<file path="config.mk">
export PLATFORM = sky130hd
export DESIGN_NAME = core_pipe_ctrl_flat
export DESIGN_NICKNAME = d
export VERILOG_FILES = /design/src/rtl/core_pipe_ctrl_pkg.sv /design/src/rtl/core_pipe_ctrl_if.sv /design/src/rtl/core_pipe_ctrl_lud.sv /design/src/rtl/core_pipe_ctrl.sv /design/src/flat_wrapper.sv
export SDC_FILE = /design/constraint.sdc
export NUM_CORES = 1
export LEC_CHECK = 0
export BUFFER_PORTS_ARGS = -buffer_cell sky130_fd_sc_hd__buf_4
export CAP_MARGIN = 20
export CORE_ASPECT_RATIO = 0.8
export CORE_MARGIN = 2
export CORE_UTILIZATION = 35
export DETAILED_ROUTE_END_ITERATION = 10
export HOLD_SLACK_MARGIN = 0.08
export SLEW_MARGIN = 10
export SYNTH_ARGS = -nofsm -noshare
export SYNTH_HDL_FRONTEND = slang
export SYNTH_SLANG_ARGS = --single-unit
</file>
<file path="constraint.sdc">
create_clock -name clk -period 3.6 [get_ports clk]
set_input_delay 0.18 -clock clk [delete_from_list [all_inputs] [get_ports clk]]
set_output_delay 0.18 -clock clk [all_outputs]
set_load 0.02 [all_outputs]
</file>
<file path="src/rtl/core_pipe_ctrl_pkg.sv">
// core_pipe_ctrl_pkg: controller states, pc_sel encodings and strobe bundles.
package core_pipe_ctrl_pkg;
  typedef enum logic [1:0] {RUN = 2'd0, IMISS = 2'd1, IMISS_KILL = 2'd2, DMISS = 2'd3} state_t;
  localparam logic PC_SEQ = 1'b0;
  localparam logic PC_REDIR = 1'b1;
  typedef struct packed {
    logic pc_we;
    logic pc_sel;
    logic if_id_we;
    logic if_flush;
    logic id_ex_we;
    logic id_ex_flush;
    logic ex_mem_we;
    logic mem_wb_we;
  } strobes_t;
  localparam strobes_t S_RUN = 8'b1010_1011;
  localparam strobes_t S_FREEZE = 8'b0000_0000;
  localparam strobes_t S_RESET = 8'b0001_0100;
endpackage

</file>
<file path="src/rtl/core_pipe_ctrl_if.sv">
// core_pipe_ctrl_if: hazard/miss events in, stage strobes and perf counters out.
interface core_pipe_ctrl_if #(parameter int CNT_W = 16);
  logic ex_mispredict;
  logic id_ex_memread;
  logic [4:0] id_ex_rt;
  logic [4:0] if_id_rs;
  logic [4:0] if_id_rt;
  logic ic_miss;
  logic ic_ready;
  logic dc_miss;
  logic dc_ready;
  logic pc_we;
  logic pc_sel;
  logic if_id_we;
  logic if_flush;
  logic id_ex_we;
  logic id_ex_flush;
  logic ex_mem_we;
  logic mem_wb_we;
  logic [CNT_W-1:0] stall_cnt;
  logic [CNT_W-1:0] flush_cnt;
  modport master (
    input ex_mispredict, id_ex_memread, id_ex_rt, if_id_rs, if_id_rt,
    input ic_miss, ic_ready, dc_miss, dc_ready,
    output pc_we, pc_sel, if_id_we, if_flush, id_ex_we, id_ex_flush, ex_mem_we, mem_wb_we,
    output stall_cnt, flush_cnt
  );
  modport slave (
    output ex_mispredict, id_ex_memread, id_ex_rt, if_id_rs, if_id_rt,
    output ic_miss, ic_ready, dc_miss, dc_ready,
    input pc_we, pc_sel, if_id_we, if_flush, id_ex_we, id_ex_flush, ex_mem_we, mem_wb_we,
    input stall_cnt, flush_cnt
  );
endinterface

</file>
<file path="src/rtl/core_pipe_ctrl_lud.sv">
// core_load_use_det: flags a load in ID/EX whose destination feeds the instruction in IF/ID.
module core_load_use_det (
  input  logic       i_id_ex_memread,
  input  logic [4:0] i_id_ex_rt,
  input  logic [4:0] i_if_id_rs,
  input  logic [4:0] i_if_id_rt,
  output logic       o_hazard
);
  assign o_hazard = i_id_ex_memread && (i_id_ex_rt != 5'd0) &&
                    (i_id_ex_rt == i_if_id_rs || i_id_ex_rt == i_if_id_rt);
endmodule

</file>
<file path="src/rtl/core_pipe_ctrl.sv">
// core_pipe_ctrl: prioritised stall/flush sequencing for the 5-stage pipeline plus perf counters.
module core_pipe_ctrl
  import core_pipe_ctrl_pkg::*;
#(
  parameter int CNT_W = 16
) (
  input logic clk,
  input logic rst,
  core_pipe_ctrl_if.master bus
);
  state_t r_state, r_ret, w_s, w_nxt, w_ret_nxt;
  logic r_ic_pend, w_pend_nxt;
  logic w_hz, w_dm, w_resume, w_icr, w_mp, w_flush_inc;
  strobes_t w_o;
  logic [CNT_W-1:0] r_stall_cnt, r_flush_cnt;
  core_load_use_det u_lud (
    .i_id_ex_memread(bus.id_ex_memread),
    .i_id_ex_rt     (bus.id_ex_rt),
    .i_if_id_rs     (bus.if_id_rs),
    .i_if_id_rt     (bus.if_id_rt),
    .o_hazard       (w_hz)
  );
  assign w_dm = r_state == DMISS;
  assign w_resume = w_dm && bus.dc_ready;
  // On the dc_ready cycle the saved state decides the outputs, with a buffered refill replayed.
  assign w_s = w_resume ? r_ret : r_state;
  assign w_icr = bus.ic_ready || (w_resume && r_ic_pend);
  assign w_mp = bus.ex_mispredict && !w_dm;
  always_comb begin
    w_o = S_RUN;
    w_nxt = w_s;
    w_ret_nxt = r_ret;
    w_pend_nxt = r_ic_pend && !w_resume;
    w_flush_inc = 1'b0;
    if (w_dm && !bus.dc_ready) begin
      w_o = S_FREEZE;
      w_pend_nxt = r_ic_pend || bus.ic_ready;
    end else if (!w_dm && bus.dc_miss) begin
      w_o = S_FREEZE;
      w_nxt = DMISS;
      w_ret_nxt = r_state;
      w_pend_nxt = bus.ic_ready;
    end else if (w_mp) begin
      w_o.pc_sel = PC_REDIR;
      w_o.if_flush = 1'b1;
      w_o.id_ex_flush = 1'b1;
      w_flush_inc = 1'b1;
      w_nxt = (w_s == RUN) ? RUN : IMISS_KILL;
    end else begin
      case (w_s)
        IMISS: begin
          w_o.id_ex_flush = w_hz;
          w_o.pc_we = w_icr;
          w_o.if_flush = !w_icr;
          w_nxt = w_icr ? RUN : IMISS;
        end
        IMISS_KILL: begin
          w_o.pc_we = 1'b0;
          w_o.if_id_we = 1'b0;
          w_o.if_flush = 1'b1;
          w_o.id_ex_flush = w_hz;
          w_nxt = w_icr ? RUN : IMISS_KILL;
        end
        default: begin
          if (w_hz) begin
            w_o.pc_we = 1'b0;
            w_o.if_id_we = 1'b0;
            w_o.id_ex_flush = 1'b1;
          end else if (bus.ic_miss) begin
            w_o.pc_we = 1'b0;
            w_o.if_flush = 1'b1;
            w_nxt = IMISS;
          end
        end
      endcase
    end
    if (rst) w_o = S_RESET;
  end
  always_ff @(posedge clk or posedge rst) begin
    if (rst) begin
      r_state <= RUN;
      r_ret <= RUN;
      r_ic_pend <= 1'b0;
      r_stall_cnt <= '0;
      r_flush_cnt <= '0;
    end else begin
      r_state <= w_nxt;
      r_ret <= w_ret_nxt;
      r_ic_pend <= w_pend_nxt;
      r_stall_cnt <= r_stall_cnt + CNT_W'(!w_o.pc_we && !(&r_stall_cnt));
      r_flush_cnt <= r_flush_cnt + CNT_W'(w_flush_inc && !(&r_flush_cnt));
    end
  end
  assign bus.pc_we = w_o.pc_we;
  assign bus.pc_sel = w_o.pc_sel;
  assign bus.if_id_we = w_o.if_id_we;
  assign bus.if_flush = w_o.if_flush;
  assign bus.id_ex_we = w_o.id_ex_we;
  assign bus.id_ex_flush = w_o.id_ex_flush;
  assign bus.ex_mem_we = w_o.ex_mem_we;
  assign bus.mem_wb_we = w_o.mem_wb_we;
  assign bus.stall_cnt = r_stall_cnt;
  assign bus.flush_cnt = r_flush_cnt;
endmodule
</file>
<file path="src/flat_wrapper.sv">
// flat-port wrapper written by rule: the top's interface ports become plain ports
module core_pipe_ctrl_flat import core_pipe_ctrl_pkg::*;
#(
  parameter int CNT_W = 16
)
  (clk, rst, bus_ex_mispredict, bus_id_ex_memread, bus_id_ex_rt, bus_if_id_rs, bus_if_id_rt, bus_ic_miss, bus_ic_ready, bus_dc_miss, bus_dc_ready, bus_pc_we, bus_pc_sel, bus_if_id_we, bus_if_flush, bus_id_ex_we, bus_id_ex_flush, bus_ex_mem_we, bus_mem_wb_we, bus_stall_cnt, bus_flush_cnt);
  core_pipe_ctrl_if #(.CNT_W(CNT_W)) bus_i ();
  input logic clk;
  input logic rst;
  input wire logic [$bits(bus_i.ex_mispredict)-1:0] bus_ex_mispredict;
  input wire logic [$bits(bus_i.id_ex_memread)-1:0] bus_id_ex_memread;
  input wire logic [$bits(bus_i.id_ex_rt)-1:0] bus_id_ex_rt;
  input wire logic [$bits(bus_i.if_id_rs)-1:0] bus_if_id_rs;
  input wire logic [$bits(bus_i.if_id_rt)-1:0] bus_if_id_rt;
  input wire logic [$bits(bus_i.ic_miss)-1:0] bus_ic_miss;
  input wire logic [$bits(bus_i.ic_ready)-1:0] bus_ic_ready;
  input wire logic [$bits(bus_i.dc_miss)-1:0] bus_dc_miss;
  input wire logic [$bits(bus_i.dc_ready)-1:0] bus_dc_ready;
  output wire logic [$bits(bus_i.pc_we)-1:0] bus_pc_we;
  output wire logic [$bits(bus_i.pc_sel)-1:0] bus_pc_sel;
  output wire logic [$bits(bus_i.if_id_we)-1:0] bus_if_id_we;
  output wire logic [$bits(bus_i.if_flush)-1:0] bus_if_flush;
  output wire logic [$bits(bus_i.id_ex_we)-1:0] bus_id_ex_we;
  output wire logic [$bits(bus_i.id_ex_flush)-1:0] bus_id_ex_flush;
  output wire logic [$bits(bus_i.ex_mem_we)-1:0] bus_ex_mem_we;
  output wire logic [$bits(bus_i.mem_wb_we)-1:0] bus_mem_wb_we;
  output wire logic [$bits(bus_i.stall_cnt)-1:0] bus_stall_cnt;
  output wire logic [$bits(bus_i.flush_cnt)-1:0] bus_flush_cnt;
  assign bus_i.ex_mispredict = bus_ex_mispredict;
  assign bus_i.id_ex_memread = bus_id_ex_memread;
  assign bus_i.id_ex_rt = bus_id_ex_rt;
  assign bus_i.if_id_rs = bus_if_id_rs;
  assign bus_i.if_id_rt = bus_if_id_rt;
  assign bus_i.ic_miss = bus_ic_miss;
  assign bus_i.ic_ready = bus_ic_ready;
  assign bus_i.dc_miss = bus_dc_miss;
  assign bus_i.dc_ready = bus_dc_ready;
  assign bus_pc_we = bus_i.pc_we;
  assign bus_pc_sel = bus_i.pc_sel;
  assign bus_if_id_we = bus_i.if_id_we;
  assign bus_if_flush = bus_i.if_flush;
  assign bus_id_ex_we = bus_i.id_ex_we;
  assign bus_id_ex_flush = bus_i.id_ex_flush;
  assign bus_ex_mem_we = bus_i.ex_mem_we;
  assign bus_mem_wb_we = bus_i.mem_wb_we;
  assign bus_stall_cnt = bus_i.stall_cnt;
  assign bus_flush_cnt = bus_i.flush_cnt;
  core_pipe_ctrl #(.CNT_W(CNT_W)) u_core (.clk(clk), .rst(rst), .bus(bus_i));
endmodule
</file>
==> metrics.md, run 1 <==
| Metric | Value |
|---|---|
| Static leakage | 0.00128 uW |
| Worst setup path end | u_core.bus.stall_cnt[14] |
| Final setup viols | 0 |
| Commonest cells in the netlist | dfrtp_1 (37), xnor2_1 (24), nand2_1 (21) |
| Fin. Hold Viols | 0 |
| Avg Inst Size Synth | a little under 10 sq um |
| Height of the die | 71.3 um |
| Mapped Nets | 230 |
| Met3 wire length | 374 um |
| RR Startpoint | u_core.r_state[0] |
| # nets final | 297 |
| Met2 Routed Length | about 1800 um |
| Kind of critical path | flop to flop |
| Max_cap viols | 0 |
| WP data arrival | 3.50 ns |
| H-tree Lvls | 2 |
| CTS Hold Bufs | 1 |
| Netlist cell types | 34 |
| Post-synth EDFFs | 0 |
| Status | completed |
| DR DRC count | 0 |
| GRT Resource Usage Total | 0.148 |
| Largest cells by area after synthesis | dfrtp_1 (47%), xnor2_1 (11%), xor2_1 (5.8%) |
| Req. time, crit path | 3.81 ns |
| Slew Viols, Final | 0 |
| DRT Pass-1 Iters | 4 |
| Core ar. | 5470 sq um |
| First-pass GRT wire length | 7320 um |
| Clock share of power | 0.218 |
| Post-synth ARST share | 1.00 |
| Initial antenna violation count | 0 |
| Setup_tns | 0 ns |
| Reg2reg path depth | 15 |
| Clk slew on worst S/H paths | 0.08 ns |
| Vias in the first global route | 1532 |
| WL final | 4410 um |
| Initial core utilization | 0.362 |
| Antenna viol nets, final | 0 |
| Sw frac | 0.388 |
| Critical-path maximum fanout | 10 |
| Highest clock rate | 0.304 GHz |
| Dpl cells | 337 |
| Die W | 88.1 um |
| Yosys warning count | 0 |
| CTS Sinks | 37 |
| P_sw | between 600 and 700 uW |
| ANT cells | 0 |
| Power per cell area | 644 nW/um^2 |
| Layout Cells excl Fill | 346 |
| CTS max path bufs | 2 |
| #FFs+latches synth | 37 |
| Crit path launch type | flop |
| Largest net degree at the start of global routing | 29 |
| Sequential share of the synthesized area | 0.468 |
| Met1 wire length | about 2200 um |
| Cell-internal power | approximately 1000 uW |
| Maximum VDD drop | 0.437 mV |
| Worst r2r dst | u_core.bus.stall_cnt[14] |
| Number of top-level pins | 63 |
| DP Area | between 2000 and 3000 sq um |
| Register share of total power | 0.374 |
| Die area | 6280 sq um |
| Cells after Synth | 200 |
| Synth area leader | dfrtp_1 |
| Reg2reg setup slack | 0.31 ns |
| TritonCTS buffer count | 5 |
| # rows | 24 |
| Fraction of layout cells with a size suffix above 1 | 0.280 |
| Vias per Instance | roughly 4.7 |
| Postcts setup bufs | 0 |
| Overflow after GRT | 0 |
| Worst setup EP type | flop |
| Post-DP HPWL | 3380 um |
| Fin Hold WS | 0.191 ns |
| Drt first-iter violations | between 70 and 80 |
| Critical Path Start | u_core.r_state[0] |
| Port-buffer cells | 62 |
| Top-area cell type share of the netlist area | 0.468 |
| Top Layer Used | met4 |
| Netlist Area Pre-Place | 1980 sq um |
| Gate power share | 0.408 |
| Routability cong. | 0.860 |
| Design area | between 2000 and 3000 sq um |
| RSZ-0062 raised after global routing | false |
| Slew headroom | 0.594 |
| WL/cell | 12.7 um |
| Tcrit/Tclk final | 0.913 |
| Via count | 1637 |
| Area Growth Syn to Fin | 34.3% |
| Count leader, synth | dfrtp_1 |
| Min Tclk post-route | 3.29 ns |
| Root Buffer | clkbuf_8 |
| CTS tree | yes |
| Slew of the pin with the lowest slew margin | 0.602 ns |
| Worst Hold Class | input pin to flop |
| Clock skew | 0.00830 ns |
| Clock latency on the worst-skew pair | between 0.2 and 0.3 ns |
| Post-cts sizing count | 0 |
| Dominant synthesized flop cell | dfrtp_1 |
registers in the layout (all words and copies together) (netlist names):
| name | cells |
|---|---|
| u_core.r_ret | 2 |
| u_core.r_ic_pend | 1 |
| u_core.r_state | 2 |
| u_core.bus.flush_cnt | 16 |
| u_core.bus.stall_cnt | 16 |
metrics by stage:
step	utilization	total power, uW	worst slack, ns
2_1_floorplan	-	1080	0.568
3_3_place_gp	0.462	1350	0.484
3_5_place_dp	0.462	1350	0.330
4_1_cts	0.486	1730	0.310
5_1_grt	0.486	1840	0.0275
6_report	0.486	1710	0.315
cell families after synthesis:
kind of cell	Yosys count	share of synthesized area
xor gates and xnor gates	37	0.164
and+or+nand+nor	84	0.207
DFF	37	0.468
AOI/OAI and AO/OA	25	0.0910
buffers and inverters	9	0.0209
muxes	1	0.00569
adders and majority gates	7	0.0442
layer usage:
| layer | vias to the layer above | global-route usage |
|---|---|---|
| met1 | 743 | 0.225 |
| met2 | 56 | 0.203 |
| met3 | 4 | 0.0472 |
| met4 | 0 | 0.0404 |
| li1 | 834 | - |
| met5 | - | 0 |
cell usage in the layout, fill, tap and decap left out, types with 2 or more instances in the layout:
cell type and count:
a21oi_1 4, xor2_1 13, clkbuf_8 6, o31a_1 2, nor2b_1 4, xnor2_1 24, o41ai_1 3, dfrtp_1 37
nand2_1 21, o21ai_0 7, buf_4 63, nand3_1 18, nor2_1 16, o21a_1 2, and3_1 2, ha_1 7
inv_1 5, nand4_1 9, nor3_1 7
worst max-delay path: stages, from the launching register on:
cell and delay, ns:
dfrtp_1 0.43, nand2_1 0.07, o21ai_0 0.38, ha_1 0.43
nand2_1 0.11, o21ai_0 0.07, nand3_1 0.12, o31a_1 0.14
o41a_1 0.13, ha_1 0.20, ha_1 0.21, nand3_1 0.16
nor2_1 0.20, nand3_1 0.16, nor3_1 0.26, xor2_1 0.16
cell type report:
| type | instances | area (sq um) |
|---|---|---|
| clock inverters | 2 | 37.5 |
| inverters | 5 | 18.8 |
| repair buffers | 64 | 483 |
| well taps | 78 | 97.6 |
| fillers | 533 | 2810 |
| multi-input cells | 154 | 1010 |
| flip-flops and latches | 37 | 926 |
| clock buffers | 6 | 82.6 |
power groups by stage:
stage | Sequential, uW | Combinational (uW) | Clock [uW]
final | 640 | 699 | 372
after global routing | 664 | 775 | 405
after CTS | 640 | 706 | 387
after detailed placement | 647 | 704 | 0
after global placement | 645 | 701 | 0
after floorplan | 703 | 379 | 0
how the worst min path moves through the flow:
| stage | startpoint | to | slack (ns) | depth (start not counted) |
|---|---|---|---|---|
| after floorplan | bus_ic_ready | u_core.r_ic_pend | 0.37 | 1 |
| after global placement | rst | u_core.r_ic_pend | 0.26 | 2 |
| after detailed placement | rst | u_core.r_ic_pend | 0.25 | 2 |
| after CTS | bus_ic_ready | u_core.r_ic_pend | 0.18 | 2 |
| after global routing | bus_ic_ready | u_core.r_ic_pend | 0.19 | 2 |
| final | bus_ic_ready | u_core.r_ic_pend | 0.19 | 2 |
No activity file was read; power rests on OpenSTA's default activity.
==> inputs of run 2 (changes only) <==
--- a/config.mk
+++ b/config.mk
@@ -10,8 +10,10 @@
 export CORE_ASPECT_RATIO = 0.8
 export CORE_MARGIN = 2
 export CORE_UTILIZATION = 35
+export CTS_BUF_LIST = sky130_fd_sc_hd__clkbuf_8
 export DETAILED_ROUTE_END_ITERATION = 10
 export HOLD_SLACK_MARGIN = 0.08
+export REMOVE_ABC_BUFFERS = 1
 export SLEW_MARGIN = 10
 export SYNTH_ARGS = -nofsm -noshare
 export SYNTH_HDL_FRONTEND = slang
==> run 2 against run 1 <==
Net effect:
- final area is 0.85% lower
- die area stayed put
- flip-flop and latch count stayed put
- power is 5.4% lower
==> metrics.md, run 2 (synthesized netlist as in run 1, its figures left out) <==
| Metric | Value |
|---|---|
| Status | completed |
| Crit path launch type | flop |
| DR DRC count | 0 |
| Height of the die | slightly above 70 um |
| DP Area | approximately 2500 sq um |
| Met1 GRT Util | 0.218 |
| Min Tclk post-route | 3.19 ns |
| Gate power share | 0.438 |
| Reg2reg setup slack | between 0.4 and 0.5 ns |
| Port-buffer cells | 62 |
| Maximum VDD drop | 0.318 mV |
| Worst Hold Class | input pin to flop |
| Met2 Track Usage GR | 0.199 |
| Worst hold path startpoint | bus_ic_ready |
| Critical-path maximum fanout | 10 |
| RSZ-0062 raised after global routing | false |
| WL final | 4420 um |
| WP data arrival | around 3.4 ns |
| Max_cap viols | 0 |
| Final worst setup slack | 0.408 ns |
| Setup_tns | 0 ns |
| Cell-internal power | 960 uW |
| Most common cell after layout, fill and taps aside | buf_4 |
| Most frequent cells in the layout | buf_4 (65), dfrtp_1 (37), xnor2_1 (24), nand2_1 (21), nand3_1 (18) |
| # nets final | around 300 |
| Core ar. | 5470 sq um |
| Slew of the pin with the lowest slew margin | 0.370 ns |
| TritonCTS buffer count | 5 |
| Kind of critical path | flop to flop |
| CTS max path bufs | 2 |
| Design area | 2640 sq um |
| Register share of total power | 0.396 |
| Worst setup EP type | flop |
| Clock share of power | 0.166 |
| Via count | 1648 |
| Sw frac | 0.407 |
| H-tree Lvls | 2 |
| Clk slew on worst S/H paths | about 0.07 ns |
| Worst slack at placement | 0.330 ns |
| Clock latency on the worst-skew pair | roughly 0.28 ns |
| Fin Hold WS | 0.202 ns |
| Die area | 6280 sq um |
| Hold endpoint | u_core.r_ic_pend |
| Post-DP HPWL | 3380 um |
| GR Layer Usage met3 | 0.0357 |
| Overflow after GRT | 0 |
| Fraction of layout cells with a size suffix above 1 | 0.281 |
| Slew Viols, Final | 0 |
| Die W | 88.1 um |
| Highest clock rate | 0.313 GHz |
| ANT cells | 0 |
| Vias in the first global route | 1545 |
| WL/cell | 12.7 um |
| Vias per Instance | approximately 4.7 |
| Req. time, crit path | 3.81 ns |
| P_sw | 659 uW |
| Hold Path Stages | 2 |
| Initial antenna violation count | 0 |
| GR peak layer | met1 |
| Power per cell area | 614 nW/um^2 |
| Static leakage | 0.00128 uW |
| CTS Sinks | 37 |
| CTS tree | yes |
| Reg2reg path depth | 15 |
| # fillers | 545 |
| Number of top-level pins | 63 |
| GRT Resource Usage Total | 0.143 |
| First-pass GRT wire length | about 7100 um |
| Slew headroom | 0.751 |
| Largest net degree at the start of global routing | 25 |
| Root Buffer | clkbuf_8 |
| # rows | 24 |
| Initial core utilization | 0.362 |
| Tcrit/Tclk final | 0.887 |
| DRT Pass-1 Iters | 5 |
| Worst r2r dst | u_core.bus.stall_cnt[14] |
| Final setup viols | 0 |
| Routability cong. | 0.877 |
| Clock skew | 0.00849 ns |
| Antenna viol nets, final | 0 |
| Drt first-iter violations | 41 |
| Fin. Hold Viols | 0 |
| RR Startpoint | u_core.r_state[1] |
| Area Growth Syn to Fin | 33.1% |
run 2: changes by cell type in the layout (fill, tap and decap cells not counted), sizes merged:
cell | previous run | this run
clkinvlp | 1 | 0
clkinv | 0 | 2
buf | 63 | 65
clkbuf | 6 | 5
bufinv | 1 | 0
inv | 5 | 6
run 2: final cells by class:
cell class	count	area, sq um	share of cell area
well taps	78	97.6	0.0370
repair buffers	66	498	0.189
inverters	5	18.8	0.00712
flip-flops and latches	37	926	0.351
clock inverters	3	13.8	0.00522
clock buffers	5	68.8	0.0261
multi-input cells	154	1010	0.384
run 2: power by group through the flow:
| stage | Combinational (uW) | Sequential (uW) | Clock, uW |
|---|---|---|---|
| CTS | 716 | 639 | 285 |
| finish | 708 | 641 | 269 |
| global placement | 708 | 645 | 0 |
| floorplan | 370 | 703 | 0 |
| detailed placement | 715 | 646 | 0 |
| global route | 785 | 660 | 300 |
run 2: how the worst max path moves through the flow:
stage,start,end,slack (ns),depth (start not counted)
after floorplan,u_core.r_state[0],u_core.bus.stall_cnt[14],0.66,15
after global placement,u_core.r_state[0],u_core.bus.stall_cnt[14],0.48,15
after detailed placement,u_core.r_state[0],u_core.bus.stall_cnt[14],0.33,15
after CTS,u_core.r_state[0],u_core.bus.stall_cnt[14],0.33,15
after global routing,u_core.r_state[1],u_core.bus.stall_cnt[14],0.001,15
final,u_core.r_state[1],u_core.bus.stall_cnt[14],0.41,15
run 2: metal layers:
layer / vias up / part of all wire
li1: 835 / -
met1: 765 / 0.52
met2: 46 / 0.40
met3: 2 / 0.073
met4: 0 / 0.0048
met5: - / 0
run 2: repair_timing:
action	4_1_cts	5_1_grt
resized for setup	0	1
endpoints found under the setup margin	0	1
hold buffers	1	0
setup buffers	0	0
endpoints found under the hold margin	37	0
run 2: worst max-delay path: stages (launching register included):
cell     delay [ns]
dfrtp_1        0.44
nand2_1        0.06
o21ai_0        0.32
ha_1           0.41
nand2_1        0.11
o21ai_0        0.07
nand3_1        0.12
o31a_1         0.14
o41a_1         0.13
ha_1           0.21
ha_1           0.20
nand3_1        0.15
nor2_1         0.20
nand3_1        0.15
nor3_1         0.25
xor2_1         0.16
run 2: metrics by stage:
step                      cells   util  power, uW
after floorplan             196      -       1070
after global placement      339  0.465       1350
after detailed placement    339  0.465       1360
after CTS                   348  0.482       1640
after global routing        348  0.482       1740
final                       348  0.482       1620
==> inputs of run 3 (changes only) <==
--- a/config.mk
+++ b/config.mk
@@ -10,7 +10,6 @@
 export CORE_ASPECT_RATIO = 0.8
 export CORE_MARGIN = 2
 export CORE_UTILIZATION = 35
-export CTS_BUF_LIST = sky130_fd_sc_hd__clkbuf_8
 export DETAILED_ROUTE_END_ITERATION = 10
 export HOLD_SLACK_MARGIN = 0.08
 export REMOVE_ABC_BUFFERS = 1
==> run 3 against run 2 <==
Net effect:
- count of clock-buffer cells in the layout increased by 1
- clock power about the same
- final area unchanged
- clock skew about the same
- sequential share of layout area unchanged
- final cell count unchanged
- combinational power about the same
- via count unchanged
- largest power group unchanged
==> metrics.md, run 3 (synthesized netlist as in run 1, its figures left out) <==
| Metric | Value |
|---|---|
| Post-DP HPWL | between 3000 and 4000 um |
| Final Core Density | 0.482 |
| Cell-internal power | 963 uW |
| Worst setup EP type | flop |
| Overflow after GRT | 0 |
| First-pass GRT wire length | 7120 um |
| Vias in the first global route | around 1500 |
| Power per cell area | 615 nW/um^2 |
| RSZ-0062 raised after global routing | false |
| Maximum VDD drop | 0.318 mV |
| # fillers | 545 |
| Drt first-iter violations | 40 |
| Static leakage | between 0.001 and 0.0015 uW |
| Max_cap viols | 0 |
| Routability cong. | 0.877 |
| Die W | a little under 90 um |
| Number of top-level pins | 63 |
| Clock share of power | 0.168 |
| Slew Viols, Final | 0 |
| Core ar. | 5470 sq um |
| WL/cell | approximately 13 um |
| DR DRC count | 0 |
| Setup_tns | 0 ns |
| WP data arrival | 3.40 ns |
| Largest net degree at the start of global routing | 25 |
| Initial core utilization | 0.362 |
| Gate power share | 0.437 |
| Clock latency on the worst-skew pair | 0.28 ns |
| GRT Resource Usage Total | 0.143 |
| Highest clock rate | approximately 0.31 GHz |
| Vias per Instance | 4.74 |
| Multi-input gate area | 1010 sq um |
| # rows | 24 |
| Sw frac | 0.406 |
| Die area | roughly 6300 sq um |
| Reg area | ~930 sq um |
| Port-buffer cells | 62 |
| Min Tclk post-route | 3.19 ns |
| Status | completed |
| # nets final | 299 |
| CTS Sinks | 37 |
| Postcts setup bufs | 0 |
| WL final | between 4000 and 5000 um |
| DRT Pass-1 Iters | 5 |
| Most frequent cells in the layout | buf_4 (65), dfrtp_1 (37), xnor2_1 (24), nand2_1 (21), nand3_1 (18) |
| Height of the die | 71.3 um |
| CTS max path bufs | 2 |
| Kind of critical path | flop to flop |
| Clock skew | 0.00849 ns |
| Root Buffer | clkbuf_8 |
| Via count | ~1600 |
| Fraction of layout cells with a size suffix above 1 | 0.281 |
| Critical-path maximum fanout | 10 |
| Crit path launch type | flop |
| Worst Hold Class | input pin to flop |
| Clk slew on worst S/H paths | approximately 0.070 ns |
| Register share of total power | 0.395 |
| TritonCTS buffer count | 5 |
| Final setup viols | 0 |
| Antenna viol nets, final | 0 |
| Most common cell after layout, fill and taps aside | buf_4 |
| Fin. Hold Viols | 0 |
| Area Growth Syn to Fin | 33.1% |
| Initial antenna violation count | 0 |
| Tcrit/Tclk final | 0.887 |
| P_sw | roughly 660 uW |
| Req. time, crit path | roughly 3.8 ns |
| ANT cells | 0 |
| Slew of the pin with the lowest slew margin | 0.370 ns |
| H-tree Lvls | 2 |
| Slew headroom | 0.751 |
| CTS tree | yes |
## run 3: cell types whose count changed in the layout (fill, tap and decap cells not counted), sizes merged
cell	previous run	this run
inv	6	5
clkbuf	5	6
## run 3: worst paths after layout
path,startpoint,end,slack (ns),cells past startpoint
max in group asynchronous,rst,u_core.bus.flush_cnt[2],2.80,4
max reg2reg,u_core.r_state[1],u_core.bus.stall_cnt[14],0.41,15
min in group asynchronous,rst,u_core.bus.flush_cnt[12],0.52,4
min reg2reg,u_core.bus.flush_cnt[14],u_core.bus.flush_cnt[14],0.50,1
max,u_core.r_state[1],u_core.bus.stall_cnt[14],0.41,15
min,bus_ic_ready,u_core.r_ic_pend,0.20,2
## run 3: critical path: stages, from the launching register on
cell and delay (ns):
dfrtp_1 0.44, nand2_1 0.06, o21ai_0 0.32, ha_1 0.41
nand2_1 0.11, o21ai_0 0.07, nand3_1 0.12, o31a_1 0.14
o41a_1 0.13, ha_1 0.21, ha_1 0.20, nand3_1 0.15
nor2_1 0.20, nand3_1 0.15, nor3_1 0.25, xor2_1 0.16
## run 3: repair_timing
item                                   CTS  global route
setup endpoints to repair                0             1
hold buffers                             1             0
gates resized for setup                  0             1
endpoints found under the hold margin   37             0
## run 3: metal layers
metal  track usage  vias to the layer above  share of wire
met5             0                        -              0
met4        0.0455                        0         0.0048
met3        0.0357                        2          0.073
met2         0.199                       46           0.40
met1         0.218                      765           0.52
li1              -                      835              -
## run 3: final cells by class
| class | count | area share |
|---|---|---|
| Sequential cell | 37 | 0.351 |
| Clock inverter | 2 | 0.00380 |
| Clock buffer | 6 | 0.0275 |
| Inverter | 5 | 0.00712 |
| Tap cell | 78 | 0.0370 |
| Timing Repair Buffer | 66 | 0.189 |
| Multi-Input combinational cell | 154 | 0.384 |
## run 3: power groups by stage
stage               Sequential, uW  Clock, uW  Combinational [uW]
global placement               645          0                 708
floorplan                      703          0                 370
CTS                            639        287                 716
detailed placement             646          0                 715
finish                         641        272                 708
global route                   660        303                 785
## run 3: per-stage QoR
stage / worst slack, ns / std cells / area [sq um] / hold slack [ns] / power (uW)
2_1_floorplan: 0.655 / 196 / 1960 / 0.372 / 1070
3_3_place_gp: 0.482 / 339 / 2540 / 0.246 / 1350
3_5_place_dp: 0.330 / 339 / 2540 / 0.250 / 1360
4_1_cts: 0.333 / 348 / 2640 / 0.189 / 1640
5_1_grt: 0.00123 / 348 / 2640 / 0.202 / 1750
6_report: 0.408 / 348 / 2640 / 0.202 / 1620
